==> src/rtl/img_proc_pkg.sv <==
// img_proc_pkg: shared helpers for the image processing stream blocks
package img_proc_pkg;
  function automatic int tdata_width(input int px_width);
    return ((px_width + 7) / 8) * 8;
  endfunction
endpackage

==> src/rtl/frame_pos_counter.sv <==
// frame_pos_counter: tracks the x/y position of accepted stream beats from tuser/tlast
module frame_pos_counter #(
  parameter int RES_X = 1922,
  parameter int RES_Y = 1082,
  parameter int X_W   = $clog2(RES_X),
  parameter int Y_W   = $clog2(RES_Y)
) (
  input  logic           clk_i,
  input  logic           rst_i,
  input  logic           beat_i,
  input  logic           sof_i,
  input  logic           eol_i,
  output logic [X_W-1:0] x_o,
  output logic [Y_W-1:0] y_o,
  output logic           line_err_o
);
  localparam logic [X_W-1:0] X_MAX = X_W'(RES_X - 1);
  localparam logic [Y_W-1:0] Y_MAX = Y_W'(RES_Y - 1);
  logic [X_W-1:0] x_q, x_d;
  logic [Y_W-1:0] y_q, y_d;
  logic sat_q, sat_d, err_q, err_d, sat;
  // tuser forces the current beat to (0,0) regardless of where the counters were
  assign x_o = sof_i ? '0 : x_q;
  assign y_o = sof_i ? '0 : y_q;
  assign sat = !sof_i && sat_q;
  assign line_err_o = err_q;
  always_comb begin
    x_d = x_q;
    y_d = y_q;
    sat_d = sat_q;
    err_d = 1'b0;
    if (beat_i) begin
      x_d = eol_i ? '0 : (x_o == X_MAX ? X_MAX : x_o + 1'b1);
      y_d = eol_i ? (y_o == Y_MAX ? '0 : y_o + 1'b1) : y_o;
      sat_d = !eol_i && x_o == X_MAX;
      err_d = eol_i ? x_o != X_MAX : (x_o == X_MAX && !sat);
    end
  end
  always_ff @(posedge clk_i or posedge rst_i) begin
    if (rst_i) begin
      x_q <= '0;
      y_q <= '0;
      sat_q <= 1'b0;
      err_q <= 1'b0;
    end else begin
      x_q <= x_d;
      y_q <= y_d;
      sat_q <= sat_d;
      err_q <= err_d;
    end
  end
endmodule

==> src/rtl/frame_cropper.sv <==
// frame_cropper: strips a fixed border from a video stream and regenerates tuser/tlast
module frame_cropper
  import img_proc_pkg::*;
#(
  parameter int TOP         = 1,
  parameter int BOTTOM      = 1,
  parameter int LEFT        = 1,
  parameter int RIGHT       = 1,
  parameter int FRAME_RES_X = 1922,
  parameter int FRAME_RES_Y = 1082,
  parameter int PX_WIDTH    = 8,
  parameter int TDATA_WIDTH = tdata_width(PX_WIDTH)
) (
  input  logic                     clk_i,
  input  logic                     rst_i,
  input  logic [TDATA_WIDTH-1:0]   s_tdata_i,
  input  logic                     s_tvalid_i,
  input  logic                     s_tuser_i,
  input  logic                     s_tlast_i,
  output logic                     s_tready_o,
  output logic [TDATA_WIDTH-1:0]   m_tdata_o,
  output logic                     m_tvalid_o,
  output logic                     m_tuser_o,
  output logic                     m_tlast_o,
  output logic [TDATA_WIDTH/8-1:0] m_tkeep_o,
  output logic [TDATA_WIDTH/8-1:0] m_tstrb_o,
  input  logic                     m_tready_i,
  output logic                     line_err_o
);
  localparam int X_CNT_W = $clog2(FRAME_RES_X);
  localparam int Y_CNT_W = $clog2(FRAME_RES_Y);
  localparam logic [X_CNT_W-1:0] X_FIRST_KEEP = X_CNT_W'(LEFT);
  localparam logic [Y_CNT_W-1:0] Y_FIRST_KEEP = Y_CNT_W'(TOP);
  localparam logic [X_CNT_W-1:0] X_LAST_KEEP = X_CNT_W'(FRAME_RES_X - RIGHT - 1);
  localparam logic [Y_CNT_W-1:0] Y_LAST_KEEP = Y_CNT_W'(FRAME_RES_Y - BOTTOM - 1);
  logic [X_CNT_W-1:0] x;
  logic [Y_CNT_W-1:0] y;
  logic keep, load;
  logic tvalid_q, tvalid_d, tuser_q, tuser_d, tlast_q, tlast_d;
  logic [TDATA_WIDTH-1:0] tdata_q, tdata_d;
  frame_pos_counter #(
    .RES_X(FRAME_RES_X),
    .RES_Y(FRAME_RES_Y),
    .X_W  (X_CNT_W),
    .Y_W  (Y_CNT_W)
  ) u_pos (
    .clk_i     (clk_i),
    .rst_i     (rst_i),
    .beat_i    (s_tvalid_i && s_tready_o),
    .sof_i     (s_tuser_i),
    .eol_i     (s_tlast_i),
    .x_o       (x),
    .y_o       (y),
    .line_err_o(line_err_o)
  );
  assign keep = x >= X_FIRST_KEEP && x <= X_LAST_KEEP && y >= Y_FIRST_KEEP && y <= Y_LAST_KEEP;
  // border beats are swallowed even while the output register is stalled
  assign s_tready_o = !keep || !tvalid_q || m_tready_i;
  assign load = s_tvalid_i && s_tready_o && keep;
  always_comb begin
    tvalid_d = load || (tvalid_q && !m_tready_i);
    tdata_d = load ? s_tdata_i : tdata_q;
    tuser_d = load ? (x == X_FIRST_KEEP && y == Y_FIRST_KEEP) : tuser_q;
    tlast_d = load ? (x == X_LAST_KEEP || s_tlast_i) : tlast_q;
  end
  always_ff @(posedge clk_i or posedge rst_i) begin
    if (rst_i) begin
      tvalid_q <= 1'b0;
      tdata_q <= '0;
      tuser_q <= 1'b0;
      tlast_q <= 1'b0;
    end else begin
      tvalid_q <= tvalid_d;
      tdata_q <= tdata_d;
      tuser_q <= tuser_d;
      tlast_q <= tlast_d;
    end
  end
  assign m_tvalid_o = tvalid_q;
  assign m_tdata_o = tdata_q;
  assign m_tuser_o = tuser_q;
  assign m_tlast_o = tlast_q;
  assign m_tkeep_o = '1;
  assign m_tstrb_o = '1;
endmodule
==> config.mk <==
export PLATFORM = sky130hd
export DESIGN_NAME = frame_cropper
export DESIGN_NICKNAME = d
export VERILOG_FILES = /design/src/rtl/img_proc_pkg.sv /design/src/rtl/frame_pos_counter.sv /design/src/rtl/frame_cropper.sv
export SDC_FILE = /design/constraint.sdc
export NUM_CORES = 1
export LEC_CHECK = 0
export BUFFER_PORTS_ARGS = -buffer_cell sky130_fd_sc_hd__buf_2
export CORE_MARGIN = 2
export CORE_UTILIZATION = 50
export CTS_BUF_LIST = sky130_fd_sc_hd__clkbuf_8 sky130_fd_sc_hd__clkbuf_16
export DETAILED_ROUTE_END_ITERATION = 6
export GPL_ROUTABILITY_DRIVEN = 0
export PLACE_DENSITY_LB_ADDON = 0.1
export SYNTH_ARGS = -nofsm -noshare
export SYNTH_HDL_FRONTEND = slang
export SYNTH_SLANG_ARGS = --single-unit
export TNS_END_PERCENT = 10
==> constraint.sdc <==
create_clock -name clk_i -period 7.4 [get_ports clk_i]
set_input_delay 1.11 -clock clk_i [delete_from_list [all_inputs] [get_ports clk_i]]
set_output_delay 1.11 -clock clk_i [all_outputs]
set_load 0.1 [all_outputs]
==> results.sh <==
export IMPL_status="finished clean"
export IMPL_grtUsageTotal_pct=22.7
export IMPL_tns_ps=0
export IMPL_tightest_slew_ps=657
export IMPL_clockRootBuffer="clkbuf_8"
export IMPL_grt_pass1_wl_mm=7.78
export IMPL_power_density_nw_per_um2=294
export IMPL_fp_row_count=23
export IMPL_r2r_start="u_pos.x_q[1]"
export IMPL_grt_pass1_vias=1638
export IMPL_num_vias=1789
export IMPL_yosysSeqAreaShare_pct=41.6
export IMPL_ioPinCount=29
export IMPL_avgSynthCellArea_sq_um=9.00
export IMPL_synthAdderAreaFrac_pct=3.57
export IMPL_initial_core_util_pct=52.3
export IMPL_synth_compound_area_share_pct=19.0
export IMPL_fin_crit_sh_pct=61.9
export IMPL_cts_num_sinks=35
export IMPL_cts_setup_buffers=0
export IMPL_synth_edf_count=0
export IMPL_post_drt_wl_per_cell_um=15.4
export IMPL_hold_depth=2
export IMPL_finalPower_uw=685
export IMPL_critPathBufInv=4
export IMPL_fin_nets=277
export IMPL_clkLatencyLatePin_ps=290
export IMPL_drt_pass1_iterations=4
export IMPL_yosys_warnings=0
export IMPL_cts_tree="yes"
export IMPL_final_common_cell="dfrtp_1"
export IMPL_synth_xor_area_share_pct=0.416
export IMPL_use_met1_pct=31.2
export IMPL_numCtsBuffers=5
export IMPL_clkTransAtPathRegs_ps=70
export IMPL_port_buffers=26
export IMPL_slowest_stage="or4_1"
export IMPL_max_slew_margin_pct=56.2
export IMPL_htreeDepth=2
export IMPL_diodes=0
export IMPL_path_cells="buf_2 -> nand2b_1 -> inv_1 -> ha_1 -> or4_1 -> nor4_1 -> a221o_1 -> nor2_1 -> inv_1 -> buf_2"
export IMPL_r2r_end="u_pos.y_q[0]"
export IMPL_met2_usage_pct=35.0
export IMPL_overflow=0
export IMPL_end_kind="primary output"
export IMPL_syn_area_sq_um=2110
export IMPL_antenna_found_initial=0
export IMPL_dp_hpwl_mm=3.35
export IMPL_synth_top_family_by_area="simple AND/OR/NAND/NOR gates"
export IMPL_crit_cells=10
export IMPL_finClkSkew_ps=2.75
export IMPL_cts_buffer_depth=2
export IMPL_drive_gt1_share_pct=17.8
export IMPL_remaining_drc_errors=0
export IMPL_synthArstFlopShare_pct=100
export IMPL_finalMaxSlewViolations=0
export IMPL_die_area_sq_um=4750
export IMPL_cts_resized=0
export IMPL_via_per_inst=5.81
export IMPL_crit_path_start_kind="input pin"
export IMPL_rrSetupSlack_ps=4530
export IMPL_p_leak_uw=0.00113
export IMPL_post_place_cells=300
export IMPL_coreArea_sq_um=4030
export IMPL_min_from="m_tlast_o"
export IMPL_synth_mux_area_fraction_pct=5.64
export IMPL_synth_distinct_cells=46
export IMPL_min_path_type="reg -> reg"
export IMPL_whs_ps=481
export IMPL_finalNonFillerCells=308
export IMPL_cap_violations=0
export IMPL_report_final_setup_viol=0
export IMPL_grt_busiest_layer="met2"
export IMPL_grt_start_max_net_pins=36
export IMPL_ant_nets=0
export IMPL_layout_common_cells="35 x dfrtp_1, 26 x buf_2, 23 x nand2_1, 21 x o21ai_0"
export IMPL_finalHoldViolCount=0
export IMPL_crit_family="simple AND/OR/NAND/NOR gates"
export IMPL_critPathMaxStageDelay_ps=470
export IMPL_max_freq_mhz=218
export IMPL_routed_wl_mm=4.73
export IMPL_ir_drop_v=0.000379
export IMPL_drtIter0Drc=186
export IMPL_grt_use_met3_pct=4.38
export IMPL_syn_to_final_growth_pct=10.7
export IMPL_r2r_cells=10
export IMPL_path_class="in -> out"
export IMPL_path_max_fanout=22
export IMPL_hold_buffers=0
export IMPL_finalCriticalPeriod_ps=4580
export IMPL_synthCells=234
export IMPL_rsz0062_at_grt="false"
export IMPL_die_width_um=68.9
export IMPL_critical_path_required_ps=6290
export IMPL_arrival_ps=3470
export IMPL_finish_utilization_pct=57.9
export IMPL_yosys_area_share_simple_pct=23.5
export IMPL_ys_flop_type="dfrtp_1"
export IMPL_die_y_um=68.9
export IMPL_whs_endpoint="m_tlast_o"
export IMPL_synth_seq_cells=35
==> stage by stage <==
stage               setup WS (ps)  cell area (sq um)
floorplan                    3010               2110
global placement             2910               2250
detailed placement           2830               2250
CTS                          2820               2330
global route                 2570               2330
finish                       2820               2330
==> flip-flops by register name, indices dropped and copies added (netlist names) <==
signal / cells
m_tlast_o: 1
u_pos.x_q: 11
u_pos.line_err_o: 1
m_tvalid_o: 1
m_tuser_o: 1
m_tdata_o: 8
u_pos.y_q: 11
u_pos.sat_q: 1
==> worst max-delay path by stage <==
| stage | start | endpoint | slack [ps] |
|---|---|---|---|
| after floorplan | s_tuser_i | s_tready_o | 3010 |
| after global placement | s_tuser_i | s_tready_o | 2910 |
| after detailed placement | s_tuser_i | s_tready_o | 2830 |
| after CTS | s_tuser_i | s_tready_o | 2820 |
| after global routing | s_tuser_i | s_tready_o | 2570 |
| final | s_tuser_i | s_tready_o | 2820 |
==> cells in the mapped netlist, types with 2 or more instances <==
cell type	instances	area share (%)
o31ai_1	9	3.2
nand2b_1	3	0.89
nand3_1	10	2.4
a21oi_1	4	0.95
nor3_1	7	1.7
or4_1	4	1.4
nor4bb_1	2	0.95
o21ai_0	21	5.0
buf_2	6	1.4
o21bai_1	2	0.71
or3_1	4	1.2
clkbuf_1	4	0.71
ha_1	6	3.6
nand2_1	23	4.1
o21ai_1	2	0.48
nand4_1	6	1.8
and4b_1	2	0.95
inv_1	15	2.7
o41ai_1	5	2.1
and3_1	4	1.2
a21o_1	2	0.71
buf_4	2	0.71
dfrtp_1	35	42
mux2_4	5	3.6
and2_1	4	1.2
mux2_2	3	1.6
nor2b_1	4	1.2
a31oi_1	6	1.8
nor2_1	17	3.0
==> layer usage <==
metal	wire, um	part of all wire, %
met2	2270	48
met5	0	0
met4	76	1.6
met1	2180	46
met3	201	4.2
==> worst register-to-register path, stage by stage (launching register included) <==
cell     delay, ps
dfrtp_1        390
nor2b_1        240
inv_1          100
ha_1           250
or4_1          470
nor4_1         190
a221o_1        200
o21ai_2        210
buf_4          290
o31ai_1        300
o31ai_1        110
==> kinds of logic after synthesis <==
kind of cell,after synthesis
XOR/XNOR,1
AND/OR/NAND/NOR,94
buffers and inverters,28
flip-flops,35
adder cells (fa/ha/maj),6
AO/OA/AOI/OAI,60
multiplexers,9
other,1
==> area by class of cell <==
cell class | instances | area, sq um
Clock buffer | 5 | 68.8
Clock inverter | 3 | 12.5
Fill cell | 377 | 1700
Inverter | 15 | 56.3
Multi-Input combinational cell | 172 | 1110
Sequential cell | 35 | 876
Tap cell | 50 | 62.6
Timing Repair Buffer | 28 | 145
==> where the power goes <==
part           switching (uW)  internal (uW)
Combinational             255           60.5
Clock                    68.3           63.2
Sequential               16.8            221
Total                     340            345
No activity file was read; power rests on OpenSTA's default activity.
